`src/rtl/fifo_pkg.sv`:
```
// Shared constants for the FIFO drain path: data width default, FIFO status bit
// indices and the output buffer depth.
package fifo_pkg;

    localparam int unsigned DATA_SIZE_DEF = 8;
    localparam int unsigned ST_FULL       = 0;
    localparam int unsigned ST_EMPTY      = 1;
    localparam int unsigned OUT_BUF_DEPTH = 3;

    typedef logic [1:0] occ_t;

    // Pointer advance over OUT_BUF_DEPTH entries (non power-of-two).
    function automatic logic [1:0] ptr_inc(input logic [1:0] p);
        return (p == 2'(OUT_BUF_DEPTH - 1)) ? 2'd0 : p + 2'd1;
    endfunction

endpackage

```
`src/rtl/fifo_out_skid.sv`:
```
// In-order output buffer of OUT_BUF_DEPTH entries with push, pop, occupancy and
// head-of-queue data. The caller guarantees push is never issued into a full buffer.
module fifo_out_skid
    import fifo_pkg::*;
#(
    parameter int unsigned DATA_SIZE = DATA_SIZE_DEF
) (
    input  logic                 clk,
    input  logic                 rst_n,
    input  logic                 push,
    input  logic [DATA_SIZE-1:0] push_data,
    input  logic                 pop,
    output occ_t                 occ,
    output logic [DATA_SIZE-1:0] head_data
);

    logic [DATA_SIZE-1:0] r_mem [OUT_BUF_DEPTH];
    logic [1:0]           r_rd_ptr;
    logic [1:0]           r_wr_ptr;
    occ_t                 r_occ;

    // Storage is cleared on reset so the head reads as zero afterwards.
    always_ff @(posedge clk or negedge rst_n) begin
        if (!rst_n) begin
            for (int i = 0; i < int'(OUT_BUF_DEPTH); i++) begin
                r_mem[i] <= '0;
            end
            r_rd_ptr <= 2'd0;
            r_wr_ptr <= 2'd0;
            r_occ    <= 2'd0;
        end else begin
            if (push) begin
                r_mem[r_wr_ptr] <= push_data;
                r_wr_ptr        <= ptr_inc(r_wr_ptr);
            end
            if (pop) begin
                r_rd_ptr <= ptr_inc(r_rd_ptr);
            end
            unique case ({push, pop})
                2'b10:   r_occ <= r_occ + 2'd1;
                2'b01:   r_occ <= r_occ - 2'd1;
                default: r_occ <= r_occ;
            endcase
        end
    end

    assign occ       = r_occ;
    assign head_data = r_mem[r_rd_ptr];

endmodule

```
`src/rtl/fifo_drain_ctrl.sv`:
```
// Drains a synchronous-read FIFO into a valid/ready stream: issues reads only when
// the output buffer has room for the word plus any word already in flight.
module fifo_drain_ctrl
    import fifo_pkg::*;
#(
    parameter int unsigned DATA_SIZE = DATA_SIZE_DEF,
    parameter int unsigned CNT_W     = 16
) (
    input  logic                 clk,
    input  logic                 rst_n,
    input  logic                 enable,
    input  logic                 fifo_empty,
    output logic                 fifo_re,
    input  logic [DATA_SIZE-1:0] fifo_data,
    output logic [DATA_SIZE-1:0] m_data,
    output logic                 m_valid,
    input  logic                 m_ready,
    output logic [CNT_W-1:0]     drain_count,
    output logic                 busy
);

    logic             r_started;
    logic             r_infl;
    logic [CNT_W-1:0] r_cnt;
    occ_t             w_occ;
    logic [2:0]       w_level;
    logic             w_re;
    logic             w_valid;
    logic             w_xfer;

    // r_started holds off reads until the first edge after reset release.
    assign w_level = {1'b0, w_occ} + {2'b00, r_infl};
    assign w_re    = r_started & enable & ~fifo_empty & (w_level < 3'(OUT_BUF_DEPTH));
    assign w_valid = (w_occ != 2'd0);
    assign w_xfer  = w_valid & m_ready;

    always_ff @(posedge clk or negedge rst_n) begin
        if (!rst_n) begin
            r_started <= 1'b0;
            r_infl    <= 1'b0;
            r_cnt     <= '0;
        end else begin
            r_started <= 1'b1;
            r_infl    <= w_re;
            if (w_xfer) begin
                r_cnt <= r_cnt + CNT_W'(1);
            end
        end
    end

    fifo_out_skid #(
        .DATA_SIZE(DATA_SIZE)
    ) u_skid (
        .clk      (clk),
        .rst_n    (rst_n),
        .push     (r_infl),
        .push_data(fifo_data),
        .pop      (w_xfer),
        .occ      (w_occ),
        .head_data(m_data)
    );

    assign fifo_re     = w_re;
    assign m_valid     = w_valid;
    assign drain_count = r_cnt;
    assign busy        = w_valid | r_infl;

endmodule

```
`config.mk`:
```
export PLATFORM = sky130hd
export DESIGN_NAME = fifo_drain_ctrl
export DESIGN_NICKNAME = d
export VERILOG_FILES = /design/src/rtl/fifo_pkg.sv /design/src/rtl/fifo_out_skid.sv /design/src/rtl/fifo_drain_ctrl.sv
export SDC_FILE = /design/constraint.sdc
export NUM_CORES = 1
export LEC_CHECK = 0
export ABC_AREA = 1
export CAP_MARGIN = 20
export CORE_ASPECT_RATIO = 0.6
export CORE_UTILIZATION = 56
export DETAILED_ROUTE_END_ITERATION = 10
export GPL_ROUTABILITY_DRIVEN = 0
export PLACE_DENSITY_LB_ADDON = 0.25
export SYNTH_ARGS = -nofsm -noshare
export SYNTH_HDL_FRONTEND = slang
export SYNTH_HIERARCHICAL = 1
export SYNTH_SLANG_ARGS = --single-unit
```
`constraint.sdc`:
```
create_clock -name clk -period 3.5 [get_ports clk]
set_input_delay 0.7 -clock clk [delete_from_list [all_inputs] [get_ports clk]]
set_output_delay 0.7 -clock clk [all_outputs]
set_load 0.03 [all_outputs]
```
==> results.yml, run 1 <==
clock_network:
  cts_hold_buf: 0
  cts_buffer_depth: 2
  htree_levels: 2
  ctsResizeCount: 0
  cts_sinks: 48
  root_buffer: "clkbuf_8"
  clk_latency_ns: 0.30
  clkTransAtPathRegs_ns: 0.09
  cts_tree: "yes"
  cts_made_buffers: 5
  cts_setup_buffers: 0
placed_design:
  dpl.hpwl_um: 3460
  port_buffers: 39
  place_area_um2: 2690
min_path:
  hold_class: "primary input to async pin"
setup_path:
  path_class: "register to output port"
  required_ns: 2.80
  end_kind: "output port"
  start_kind: "register"
  critical_path.max_fanout: 8
  crit_arrival_ns: 2.24
timing:
  drv_slew: 0
  timing.setup.tns_ns: 0
  relSlewSlack: 0.569
  hold_viol_final: 0
  final.setup_skew_ns: 0.00444
  min_period_over_period: 0.841
  worst_slew_pin_slew_ns: 0.645
  period_minus_slack_ns: 2.94
  setup_viol: 0
  rsz0062_at_grt: "no"
  whs_ns: 0.263
  fmax_mhz: 340
run_status:
  outcome: "completed"
drt:
  drtAntennaViolNets: 0
  first_pass_iters: 5
  wire_per_inst_um: 13.1
  post_drt_via_cell_ratio: 5.23
  remaining_drc_errors: 0
  num_vias: 1926
  drtIter0Drc: 134
  drt_wl_total_um: 4820
die:
  die_h_um: 51.3
  num_rows: 17
  die_area_um2: 4320
  coreArea_um2: 3760
  ios: 40
  start_util: 0.603
  dieWidth_um: 84.2
synth:
  synth_cells: 276
  synth_top_area_cell: "dfrtp_1"
  syn_nets: 293
  synth.area.top_cells: "dfrtp_1 (53%), nand2_1 (14%), inv_1 (6.3%)"
  yosysTopAreaCellShare: 0.529
  syn_avg_cell_area_um2: 8.22
  yosys_warnings: 6
  synth_seq_area_share: 0.529
  synth_seq_cells: 48
  netlist-cell-type-count: 22
  syn-cell-area_um2: 2270
power:
  p_leak_nw: 1.36
  seq_power_share: 0.391
  worst_ir_drop_vdd_v: 0.000458
  intPower_w: 0.00136
  p_sw_w: 0.000994
  p_comb_frac: 0.465
  powerDensity_nw_per_um2: 840
  clkPwrFrac: 0.144
  p_sw_frac: 0.422
layout:
  synthToLayoutAreaGrowth_pct: 23.5
  nets: 337
  layout_commonest_cell: "nand2_1"
  diodes: 0
  drive_gt1_frac: 0.0592
  final_cell_mix: "nand2_1 (84), dfrtp_1 (48), inv_1 (38), clkdlybuf4s50_1 (38), nor2_1 (22)"
  design_area_um2: 2800
global_route:
  grt_start_max_net_pins: 49
  antenna_found_initial: 0
  grt_usage: 0.251
  grt_pass1_wl_um: 8250
  grt_pass1_vias: 1762
  grt_overflow: 0
run:
  cap_violations: 0
## Yosys cell counts
cell type and n:
conb_1 1, a21oi_1 1, buf_6 1, o21ai_1 16, buf_2 2, o21ai_2 1
nor2_1 22, inv_1 38, dfrtp_1 48, nor2_2 3, nor3_1 1, inv_2 1
ha_1 4, nand3_1 20, nor2_4 1, xor2_1 5, or2_2 1, nand2_1 84
xnor2_1 4, o21ai_0 14, nand4_1 4, nand3_2 4
## worst paths after layout
| path | startpoint | to | slack [ns] | cells after the start |
|---|---|---|---|---|
| max | r_infl | fifo_re | 0.56 | 6 |
| min | rst_n | drain_count[12] | 0.26 | 1 |
| max reg2reg | u_skid/occ[0] | u_skid/occ[1] | 1.93 | 7 |
| min reg2reg | u_skid/r_mem[10] | u_skid/r_mem[10] | 0.49 | 2 |
| max in group asynchronous | rst_n | u_skid/r_mem[14] | 2.76 | 2 |
| min in group clk | u_skid/r_mem[10] | u_skid/r_mem[10] | 0.49 | 2 |
## routing by layer
layer	wire length, µm	up-vias	track usage
li1	-	955	-
met1	2350	888	0.364
met2	2110	76	0.381
met3	309	7	0.0549
met4	55	0	0.0776
met5	0	-	0
## critical path, stage by stage (launching register included)
cell and delay [ns]:
dfrtp_1 0.48, ha_1 0.26, ha_1 0.19, nor2_1 0.08
nand3_1 0.07, a21oi_1 0.16, clkdlybuf4s50_1 0.70
## cell type report
| type | count | area, µm² |
|---|---|---|
| Sequential cell | 48 | 1200 |
| Clock buffer | 8 | 90.1 |
| Timing Repair Buffer | 40 | 405 |
| Fill cell | 288 | 962 |
| Tap cell | 47 | 58.8 |
| Multi-Input combinational cell | 186 | 901 |
| Inverter | 39 | 146 |
## logic make-up after synthesis
logic type,synth area share
AO/OA/AOI/OAI,0.0722
XOR/XNOR,0.0347
adder cells (fa/ha/maj),0.0221
buffers and inverters,0.0739
flip-flops,0.529
other,0.00165
AND/OR/NAND/NOR,0.266
## through the flow
step,std cells,util,total power (W),setup slack (ns)
global placement,359,0.715,0.00198,0.710
CTS,367,0.739,0.00236,0.552
finish,368,0.744,0.00235,0.558
detailed placement,359,0.715,0.00202,0.676
floorplan,276,-,0.00160,1.32
global route,368,0.744,0.00251,0.397
## flip-flops by register name (all words and copies together), names as in the netlist
signal / cells
u_skid/r_mem: 24
r_infl: 1
u_skid/occ: 2
drain_count: 16
u_skid/r_rd_ptr: 2
u_skid/r_wr_ptr: 2
r_started: 1
## power by group through the flow
stage	sequential, W	combinational, W	clock (W)
6_report	0.000921	0.00109	0.000339
5_1_grt	0.000947	0.00120	0.000370
4_1_cts	0.000918	0.00110	0.000346
3_5_place_dp	0.000926	0.00109	0
3_3_place_gp	0.000918	0.00107	0
2_1_floorplan	0.000960	0.000638	0
Power figures use the tool's default switching activity.
==> inputs of run 2 (changes only) <==
Settings changed: CORE_UTILIZATION 56 to 52.
Clock period 3.5 ns to 3.05 ns, I/O delays scaled along.
==> run 2 against run 1 <==
  * Register-to-register slack got worse by 0.45 ns
  * Critical path depth is the same
  * Largest cell class unchanged
  * Via count is 0.88% higher
  * Clock power grew 14%
  * Non-clock buffer count is 3 higher
  * Power up 16%
  * Sequential power is 15% higher
  * Count of clock-buffer cells in the layout fell by 2
  * First-iteration DRC count is 34% lower
  * Flip-flop and latch count stayed put
  * Design area up 1.0%
  * Clock skew rose by 0.00068 ns
==> results.yml, run 2 (same netlist as run 1, synthesis figures left out) <==
timing:
  setup_viol: 0
  drv_slew: 0
  rsz0062_at_grt: "no"
  period_minus_slack_ns: 2.83
  hold_viol_final: 0
  fmax_mhz: 353
  min_period_over_period: 0.928
  relSlewSlack: 0.603
  timing.setup.tns_ns: 0
  worst_slew_pin_slew_ns: 0.596
  final.setup_skew_ns: 0.00512
layout:
  finish.utilization: 0.683
  final_cells: 384
  max_flop_register: "u_skid/r_mem"
  drive_gt1_frac: 0.0741
  diodes: 0
  largest_reg_flops: 24
  nets: 340
  layout_commonest_cell: "nand2_1"
  nFillCells: 368
  synthToLayoutAreaGrowth_pct: 24.8
  final_cell_mix: "nand2_1 (84), dfrtp_1 (48), inv_1 (38), clkdlybuf4s50_1 (38), nor2_1 (22)"
  design_area_um2: 2830
die:
  coreArea_um2: 4140
  num_rows: 18
  start_util: 0.548
  ios: 40
  die_area_um2: 4640
  dieWidth_um: 87.3
  die_h_um: 53.2
placed_design:
  dpl.hpwl_um: 3590
  dp.cells: 376
  place_area_um2: 2740
  port_buffers: 39
power:
  total_power_w: 0.00272
  p_sw_w: 0.00115
  p_sw_frac: 0.422
  powerDensity_nw_per_um2: 962
  clkPwrFrac: 0.142
  worst_ir_drop_vdd_v: 0.000656
  p_leak_nw: 1.38
  intPower_w: 0.00157
  seq_power_share: 0.390
  p_comb_frac: 0.468
clock_network:
  root_buffer: "clkbuf_8"
  cts_sinks: 48
  cts_hold_buf: 0
  cts_buffer_depth: 2
  cts_setup_buffers: 0
  cts_made_buffers: 5
  htree_levels: 2
  clk_latency_ns: 0.29
  clkTransAtPathRegs_ns: 0.09
  cts_tree: "yes"
  ctsResizeCount: 0
setup_path:
  slowest_delay_ns: 0.70
  required_ns: 2.44
  r2r-start: "u_skid/occ[0]"
  crit_path_cell_trace: "ha_1 > ha_1 > nor2_1 > nand3_1 > a21oi_1 > clkdlybuf4s50_1"
  end_kind: "output port"
  worst_path_most_repeated_cell: "ha_1"
  reg2regPathDepth: 7
  crit_arrival_ns: 2.22
  cp_slowest_cell: "clkdlybuf4s50_1"
  start_kind: "register"
  reg2reg_slack_ns: 1.48
  worst_r2r_endpoint: "u_skid/occ[1]"
  critical_path.max_fanout: 8
  path_class: "register to output port"
run:
  cap_violations: 0
global_route:
  grt_start_max_net_pins: 27
  grt_usage: 0.236
  grt_pass1_vias: 1707
  antenna_found_initial: 0
  grt_overflow: 0
  grt_pass1_wl_um: 7870
drt:
  post_drt_via_cell_ratio: 5.06
  drtIter0Drc: 89
  num_vias: 1943
  remaining_drc_errors: 0
  wire_per_inst_um: 12.6
  first_pass_iters: 4
  drt_wl_total_um: 4830
  drtAntennaViolNets: 0
min_path:
  hold_class: "primary input to async pin"
run_status:
  outcome: "completed"
[run 2: routing by layer]
layer	global-route usage	vias to the layer above	wire length, µm	share of wire
met5	0	-	0	0
met4	0.0464	0	32	0.0066
met3	0.0749	5	305	0.063
met2	0.339	58	2020	0.42
met1	0.349	921	2470	0.51
li1	-	959	-	-
[run 2: area by class of cell]
type | count | area [µm²] | share of cell area
Tap cell | 60 | 75.1 | 0.0265
Timing Repair Buffer | 43 | 415 | 0.147
Multi-Input combinational cell | 186 | 901 | 0.318
Inverter | 39 | 146 | 0.0517
Clock buffer | 6 | 82.6 | 0.0292
Clock inverter | 2 | 10.0 | 0.00354
Sequential cell | 48 | 1200 | 0.424
[run 2: power groups by stage]
stage	registers (W)	logic, W	clock network, W
floorplan	0.00110	0.000733	0
global placement	0.00105	0.00126	0
detailed placement	0.00107	0.00128	0
CTS	0.00106	0.00129	0.000396
global route	0.00109	0.00139	0.000426
finish	0.00106	0.00127	0.000388
[run 2: stage by stage]
stage / setup slack (ns) / hold WS [ns]
floorplan: 0.962 / 0.314
global placement: 0.433 / 0.467
detailed placement: 0.393 / 0.477
CTS: 0.181 / 0.323
global route: 0.0674 / 0.345
finish: 0.220 / 0.307
[run 2: worst max-delay path by stage]
| stage | startpoint | end | slack, ns | cells past startpoint |
|---|---|---|---|---|
| floorplan | r_infl | fifo_re | 0.96 | 5 |
| global route | r_infl | fifo_re | 0.07 | 6 |
| CTS | r_infl | fifo_re | 0.18 | 6 |
| finish | r_infl | fifo_re | 0.22 | 6 |
| global placement | fifo_empty | fifo_re | 0.43 | 5 |
| detailed placement | fifo_empty | fifo_re | 0.39 | 5 |
[run 2: critical path, delay by kind of cell (launching register included)]
family | cells | cell delay, ns
flip-flops | 1 | 0.49
AO/OA/AOI/OAI | 1 | 0.16
AND/OR/NAND/NOR | 2 | 0.15
adder cells (fa/ha/maj) | 2 | 0.43
buffers and inverters | 1 | 0.70
==> inputs of run 3 (changes only) <==
Settings changed: CAP_MARGIN 20 to 10.
==> results of run 3 <==
The final DEF is identical to that of run 2; final timing and power are the same.
